## src/rtl/acl_spi_ctrl_if.sv

```systemverilog
// SPI pin bundle between the accelerometer controller (master) and the ADXL362 (slave).
interface acl_spi_ctrl_if;
    logic sclk;
    logic mosi;
    logic miso;
    logic cs_n;

    modport master (output sclk, output mosi, output cs_n, input miso);
    modport slave  (input sclk, input mosi, input cs_n, output miso);
endinterface

```

## src/rtl/acl_spi_ctrl.sv

```systemverilog
// ADXL362 sequencer: one-shot POWER_CTL write after reset, then periodic X/Y/Z burst reads
// over a mode-0 SPI link clocked from a half-period counter on the system clock.
module acl_spi_ctrl #(
    parameter int HALF_PERIOD   = 12,
    parameter int STARTUP_WAIT  = 600000,
    parameter int SAMPLE_PERIOD = 1000000,
    parameter int CS_GAP        = 20
) (
    input  logic              clk,
    input  logic              rst_n,
    input  logic              enable,
    acl_spi_ctrl_if.master    spi,
    output logic [11:0]       acl_x,
    output logic [11:0]       acl_y,
    output logic [11:0]       acl_z,
    output logic              sample_valid,
    output logic              cfg_done,
    output logic              busy
);

    localparam logic [2:0] ST_BOOT   = 3'd0;
    localparam logic [2:0] ST_CFG    = 3'd1;
    localparam logic [2:0] ST_GAP    = 3'd2;
    localparam logic [2:0] ST_WAIT   = 3'd3;
    localparam logic [2:0] ST_READ   = 3'd4;
    localparam logic [2:0] ST_UPDATE = 3'd5;

    localparam logic [1:0] PH_SETUP = 2'd0;
    localparam logic [1:0] PH_LOW   = 2'd1;
    localparam logic [1:0] PH_HIGH  = 2'd2;
    localparam logic [1:0] PH_HOLD  = 2'd3;

    localparam int HW    = $clog2(HALF_PERIOD + 1);
    localparam int TW    = $clog2(SAMPLE_PERIOD + 1);
    localparam int CMAX  = (STARTUP_WAIT > CS_GAP) ? STARTUP_WAIT : CS_GAP;
    localparam int CW    = $clog2(CMAX + 1);

    logic [2:0]    state_r;
    logic [1:0]    phase_r;
    logic [HW-1:0] half_r;
    logic [5:0]    bit_r;
    logic [CW-1:0] cnt_r;
    logic [TW-1:0] timer_r;
    logic          timer_run_r;
    logic          sclk_r;
    logic          mosi_r;
    logic          cs_n_r;
    logic          cfg_done_r;
    logic [47:0]   shadow_r;
    logic [11:0]   acl_x_r;
    logic [11:0]   acl_y_r;
    logic [11:0]   acl_z_r;
    logic          sample_valid_r;

    logic          expire_s;
    logic          start_read_s;
    logic          half_end_s;
    logic [5:0]    last_bit_s;

    // Command byte stream: byte index from idx[5:3], MSB first within each byte
    function automatic logic tx_bit(input logic is_read, input logic [5:0] idx);
        logic [7:0] byte_s;
        byte_s = 8'h00;
        case (idx[5:3])
            3'd0:    byte_s = is_read ? 8'h0B : 8'h0A;
            3'd1:    byte_s = is_read ? 8'h0E : 8'h2D;
            3'd2:    byte_s = is_read ? 8'h00 : 8'h02;
            default: byte_s = 8'h00;
        endcase
        return byte_s[3'd7 - idx[2:0]];
    endfunction

    // Timer expiry, read launch decision and per-transaction bit limits
    always_comb begin
        expire_s     = timer_run_r && (timer_r == TW'(SAMPLE_PERIOD - 1));
        start_read_s = (state_r == ST_WAIT) && enable && (!timer_run_r || expire_s);
        half_end_s   = (half_r == HW'(HALF_PERIOD - 1));
        last_bit_s   = (state_r == ST_READ) ? 6'd63 : 6'd23;
    end

    // Sample timer: free-running from the first READ start so the read cadence stays exact
    always_ff @(posedge clk or negedge rst_n) begin
        if (!rst_n) begin
            timer_r     <= '0;
            timer_run_r <= 1'b0;
        end else if (start_read_s) begin
            timer_r     <= '0;
            timer_run_r <= 1'b1;
        end else if (timer_run_r) begin
            timer_r     <= expire_s ? '0 : timer_r + TW'(1);
        end else begin
            timer_r     <= timer_r;
        end
    end

    // Sequencer and SPI bit engine
    always_ff @(posedge clk or negedge rst_n) begin
        if (!rst_n) begin
            state_r    <= ST_BOOT;
            phase_r    <= PH_SETUP;
            half_r     <= '0;
            bit_r      <= 6'd0;
            cnt_r      <= '0;
            sclk_r     <= 1'b0;
            mosi_r     <= 1'b0;
            cs_n_r     <= 1'b1;
            cfg_done_r <= 1'b0;
            shadow_r   <= 48'h0;
        end else begin
            case (state_r)
                ST_BOOT: begin
                    if (cnt_r == CW'(STARTUP_WAIT - 1)) begin
                        cnt_r   <= '0;
                        state_r <= ST_CFG;
                        cs_n_r  <= 1'b0;
                        mosi_r  <= tx_bit(1'b0, 6'd0);
                        half_r  <= '0;
                        phase_r <= PH_SETUP;
                        bit_r   <= 6'd0;
                    end else begin
                        cnt_r <= cnt_r + CW'(1);
                    end
                end
                ST_CFG, ST_READ: begin
                    if (!half_end_s) begin
                        half_r <= half_r + HW'(1);
                    end else begin
                        half_r <= '0;
                        case (phase_r)
                            PH_SETUP: phase_r <= PH_LOW;
                            PH_LOW: begin
                                phase_r <= PH_HIGH;
                                sclk_r  <= 1'b1;
                                // Bytes 2..7 of a read carry XL..ZH; earlier bytes are command echo
                                if (state_r == ST_READ && bit_r[5:4] != 2'b00) begin
                                    shadow_r <= {shadow_r[46:0], spi.miso};
                                end
                            end
                            PH_HIGH: begin
                                sclk_r <= 1'b0;
                                if (bit_r == last_bit_s) begin
                                    phase_r <= PH_HOLD;
                                    mosi_r  <= 1'b0;
                                end else begin
                                    phase_r <= PH_LOW;
                                    bit_r   <= bit_r + 6'd1;
                                    mosi_r  <= tx_bit(state_r == ST_READ, bit_r + 6'd1);
                                end
                            end
                            PH_HOLD: begin
                                cs_n_r <= 1'b1;
                                if (state_r == ST_CFG) begin
                                    cfg_done_r <= 1'b1;
                                    state_r    <= ST_GAP;
                                end else begin
                                    state_r    <= ST_UPDATE;
                                end
                            end
                            default: phase_r <= PH_SETUP;
                        endcase
                    end
                end
                ST_UPDATE: state_r <= ST_GAP;
                ST_GAP: begin
                    if (cnt_r == CW'(CS_GAP - 1)) begin
                        cnt_r   <= '0;
                        state_r <= ST_WAIT;
                    end else begin
                        cnt_r <= cnt_r + CW'(1);
                    end
                end
                ST_WAIT: begin
                    if (start_read_s) begin
                        state_r <= ST_READ;
                        cs_n_r  <= 1'b0;
                        mosi_r  <= tx_bit(1'b1, 6'd0);
                        half_r  <= '0;
                        phase_r <= PH_SETUP;
                        bit_r   <= 6'd0;
                    end
                end
                default: state_r <= ST_BOOT;
            endcase
        end
    end

    // Published samples change only in UPDATE, so a partial capture never escapes
    always_ff @(posedge clk or negedge rst_n) begin
        if (!rst_n) begin
            acl_x_r        <= 12'h000;
            acl_y_r        <= 12'h000;
            acl_z_r        <= 12'h000;
            sample_valid_r <= 1'b0;
        end else begin
            sample_valid_r <= (state_r == ST_UPDATE);
            if (state_r == ST_UPDATE) begin
                acl_x_r <= {shadow_r[35:32], shadow_r[47:40]};
                acl_y_r <= {shadow_r[19:16], shadow_r[31:24]};
                acl_z_r <= {shadow_r[3:0],   shadow_r[15:8]};
            end
        end
    end

    assign spi.sclk     = sclk_r;
    assign spi.mosi     = mosi_r;
    assign spi.cs_n     = cs_n_r;
    assign acl_x        = acl_x_r;
    assign acl_y        = acl_y_r;
    assign acl_z        = acl_z_r;
    assign sample_valid = sample_valid_r;
    assign cfg_done     = cfg_done_r;
    assign busy         = ~cs_n_r;

endmodule

```

## src/flat_wrapper.sv

```systemverilog
// flat-port wrapper written by rule: the top's interface ports become plain ports
module acl_spi_ctrl_flat 
#(
    parameter int HALF_PERIOD   = 12,
    parameter int STARTUP_WAIT  = 600000,
    parameter int SAMPLE_PERIOD = 1000000,
    parameter int CS_GAP        = 20
)
  (clk, rst_n, enable, acl_x, acl_y, acl_z, sample_valid, cfg_done, busy, spi_sclk, spi_mosi, spi_cs_n, spi_miso);
  acl_spi_ctrl_if spi_i ();
  input  logic clk;
  input  logic rst_n;
  input  logic enable;
  output logic [11:0] acl_x;
  output logic [11:0] acl_y;
  output logic [11:0] acl_z;
  output logic sample_valid;
  output logic cfg_done;
  output logic busy;
  output wire logic [$bits(spi_i.sclk)-1:0] spi_sclk;
  output wire logic [$bits(spi_i.mosi)-1:0] spi_mosi;
  output wire logic [$bits(spi_i.cs_n)-1:0] spi_cs_n;
  input wire logic [$bits(spi_i.miso)-1:0] spi_miso;
  assign spi_sclk = spi_i.sclk;
  assign spi_mosi = spi_i.mosi;
  assign spi_cs_n = spi_i.cs_n;
  assign spi_i.miso = spi_miso;
  acl_spi_ctrl #(.HALF_PERIOD(HALF_PERIOD), .STARTUP_WAIT(STARTUP_WAIT), .SAMPLE_PERIOD(SAMPLE_PERIOD), .CS_GAP(CS_GAP)) u_core (.clk(clk), .rst_n(rst_n), .enable(enable), .spi(spi_i), .acl_x(acl_x), .acl_y(acl_y), .acl_z(acl_z), .sample_valid(sample_valid), .cfg_done(cfg_done), .busy(busy));
endmodule
```

## config.mk

```make
export PLATFORM = sky130hd
export DESIGN_NAME = acl_spi_ctrl_flat
export DESIGN_NICKNAME = d
export VERILOG_FILES = /design/src/rtl/acl_spi_ctrl_if.sv /design/src/rtl/acl_spi_ctrl.sv /design/src/flat_wrapper.sv
export SDC_FILE = /design/constraint.sdc
export NUM_CORES = 1
export LEC_CHECK = 0
export CORE_MARGIN = 2
export CORE_UTILIZATION = 59
export CTS_CLUSTER_SIZE = 8
export DETAILED_ROUTE_END_ITERATION = 16
export DONT_BUFFER_PORTS = 1
export HOLD_SLACK_MARGIN = 0.03
export PLACE_DENSITY = 0.85
export SLEW_MARGIN = 10
export SYNTH_ARGS = -nofsm -noshare
export SYNTH_HDL_FRONTEND = slang
export SYNTH_SLANG_ARGS = --single-unit
```

## constraint.sdc

```tcl
create_clock -name clk -period 4.25 [get_ports clk]
set_input_delay 0.2125 -clock clk [delete_from_list [all_inputs] [get_ports clk]]
set_output_delay 0.2125 -clock clk [all_outputs]
set_load 0.02 [all_outputs]
```

==> metrics <==
final setup fails=0; Seq/Total Area, Yosys=0.544; Placement Rows=38; n_diodes=0; Compound-Gate Fraction of Synth Area=0.0838; Port Buffers=0; NetSw=0.627 mW; FF+latch count, synth=about 150; Pleak=about 3.5 nW; full die area=12200 um^2; Post-Syn Area=about 6700 um^2; Comb power frac=0.011; Antenna Nets Post-Route=0; post-DP HPWL=8.43 mm; HP Class=in -> reg; post-synth top area cell=dfrtp_1; CTS resizes=0; Worst Tran Pin Value=~1.1 ns; Critical Path Max Stage Delay=~1.1 ns; layout cells sized above 1=0.165; crit path cell chain=nor3b_2 -> o2111a_2 -> mux2_2; Avg Vias per Cell=around 6.1; H-tree depth=4; grt peak-use layer=met2; Max-Cap Viols=0; Worst Skew=about 0.013 ns; Inserted Clock Buffers=17; Post-Synthesis Cells=approximately 630; Clock Latency Late Sink=0.42 ns; Rel. slew slack=0.245; first-iteration detailed-routing DRC count=approximately 430; Worst VDD drop=between 200 and 300 uV; DR pass1 iterations=5; CP Buf/Inv Count=0; Area Overhead vs Synth=9.80%; Clock Root Buffer=clkbuf_16; CTS clk-pin slew, worst paths=about 0.060 ns; pin count of the biggest net entering global routing=~150; GR met2 Demand/Resource=0.390; part of the power in the clock network=0.495; Post-synth top flop=dfrtp_1; RSZ-0062 raised after global routing=false; post-route cell area=about 7300 um^2; startpoint types=flop; post-synth net total=between 600 and 700; post-route minimum period=around 2.8 ns; total internal power=around 2.2 mW; DRC=0; final hold violations=0; Switching Fraction=0.224; vias in the first global route=between 4000 and 5000; Post-Synth XOR/XNOR Area=0.0407; worst endpoint data arrival time=3.08 ns; largest family of logic cells by synthesized area=simple AND/OR/NAND/NOR gates; Final TNS setup=0 ns; critical path's top delay family=compound AO/OA/AOI/OAI gates; Syn Area/Cell=between 10 and 15 um^2; max-slew violations=0; Adder-Cell Fraction of Synth Area=0.0184; Routed WL=~14 mm; wire length per cell=17.4 um; nets@finish=638; Final Cycle Share=0.654; Power Density=about 380 nW/um^2; clock sink count=between 100 and 150; met3 usage=0.0523; distinct cell type count after synthesis=67; initial antenna violation count=0; Syn. warnings=0; gr usage total=0.243; core area=10900 um^2; CP max FO=between 40 and 50; Async S/R FF share, synth=1.00; CP endpoint kind=flop; WS Path Type=reg -> reg; Starting Density=0.611; Max Buffers Root-to-Sink=2; mux contribution to synthesized area=0.0854; required time worst endpoint=4.55 ns; die height=about 110 um; outcome=finished clean; Reg power frac=0.493; met1 Use GR=0.318; top cell type's share of synthesized area=0.540; first-pass GRT wire length=around 23 mm; Die Span X=about 110 um; Slowest cell on crit path=o2111a_2; dpl cell area=roughly 6700 um^2; final RePlAce weighted congestion=0.879; TritonCTS clock tree=done; Top Ports=between 40 and 50; main area contributors after synthesis=dfrtp_1 (54%), mux2_2 (8.1%), nand2_1 (7.9%), xnor2_1 (2.8%), nor2_1 (2.1%); GRT Residual Overflow=0; Max Clk Rate=about 0.36 GHz; Simple-Gate Fraction of Synth Area=0.196; vias=between 4000 and 5000; number of synthesized flops with an enable pin=0
## per-layer routing
metal / wire length (um) / share of wire
met4: 304 / 0.022
met3: 627 / 0.046
met5: 0 / 0
met2: 6820 / 0.50
met1: 5810 / 0.43
## cell usage after synthesis, types with 3 or more instances
cell and instances:
a211oi_1 4, a21o_1 5, a21oi_1 14, a22o_1 3
a31oi_1 7, a41oi_1 4, and2_1 4, and3_1 8
and4_1 5, buf_2 5, clkbuf_1 13, dfrtp_1 144
ha_1 9, inv_1 19, mux2_2 48, mux2i_1 3
nand2_1 140, nand3_1 21, nand4_1 14, nor2_1 38
nor3_1 9, nor4_1 4, o21ai_0 11, o22a_1 4
o22ai_1 4, or2_2 3, xnor2_1 21, xor2_1 10
## cell usage in the layout, fill, tap and decap left out, types with 3 or more instances in the layout
master,n
dfrtp_1,144
nand2_1,140
mux2_2,48
nor2_1,38
nand3_1,21
xnor2_1,21
inv_1,19
clkbuf_16,17
nand4_1,14
a21oi_1,14
o21ai_0,11
xor2_1,10
nor3_1,9
ha_1,9
and3_1,8
a31oi_1,7
and4_1,5
a21o_1,5
inv_6,5
nor4_1,4
o22ai_1,4
and2_1,4
a211oi_1,4
a41oi_1,4
o22a_1,4
or2_2,3
mux2i_1,3
a22o_1,3
clkinv_4,3
clkinvlp_4,3
dlygate4sd3_1,3
## state kept, by name, indices dropped and copies added, names as in the netlist, 2 cells and up
| signal | cells |
|---|---|
| u_core.shadow_r | 48 |
| u_core.cnt_r | 20 |
| u_core.timer_r | 20 |
| u_core.acl_x | 12 |
| u_core.acl_y | 12 |
| u_core.acl_z | 12 |
| u_core.bit_r | 6 |
| u_core.half_r | 4 |
| u_core.state_r | 3 |
| u_core.phase_r | 2 |
## cell type report
type | count | area [um^2]
clock buffer | 19 | 453
timing repair buffer | 5 | 65.1
clock inverter | 13 | 103
fill | 768 | 3600
tap | 140 | 175
multi-input combinational | 436 | 2830
sequential | 145 | 3630
inverter | 20 | 75.1
## cells by family (layout without fill, tap and decap cells)
kind of cell    Yosys count  count (layout)
compound gates           76              76
xor+xnor                 31              31
fa+ha+maj                10              10
buf+inv                  45              57
flops                   145             145
mux                      51              51
simple gates            268             268
## power by group through the flow
stage / clock [mW] / sequential (mW) / combinational (mW)
floorplan: 0 / 1.41 / 0.000758
global placement: 0 / 1.41 / 0.000917
detailed placement: 0 / 1.41 / 0.00100
CTS: 1.41 / 1.38 / 0.0332
global route: 1.47 / 1.38 / 0.0374
finish: 1.39 / 1.38 / 0.0314
## path summary, 6_finish.rpt
kind                                                  from                         endpoint  slack (ns)  depth (start not counted)
max reg2reg                  u_core.state_r[0]$_DFFE_PN0P_  u_core.shadow_r[29]$_DFFE_PN0P_        1.47                          3
min in group asynchronous                            rst_n      u_core.acl_y[1]$_DFFE_PN0P_        0.47                          2
max                          u_core.state_r[0]$_DFFE_PN0P_  u_core.shadow_r[29]$_DFFE_PN0P_        1.47                          3
min reg2reg                u_core.shadow_r[47]$_DFFE_PN0P_      u_core.acl_x[7]$_DFFE_PN0P_        0.49                          2
max in group asynchronous                            rst_n      u_core.bit_r[2]$_DFFE_PN0P_        3.27                          2
min                                                 enable    u_core.state_r[1]$_DFFE_PN0P_        0.07                          2
## stage by stage
step | std cells | hold WS [ns] | setup WS (ns) | util | power [mW]
detailed placement | 742 | -0.0744 | 1.54 | 0.614 | 1.41
finish | 778 | 0.0651 | 1.47 | 0.670 | 2.80
global route | 778 | 0.0843 | 1.29 | 0.670 | 2.88
global placement | 742 | -0.0743 | 1.67 | 0.614 | 1.41
floorplan | 626 | -0.0831 | 2.23 | - | 1.41
CTS | 778 | 0.0482 | 1.51 | 0.670 | 2.82
## repair_timing
action	in CTS	in global routing
hold endpoints to repair	147	0
hold buffers	4	0
setup buffers	0	0
Note: power is estimated with default switching activity, not from simulation.
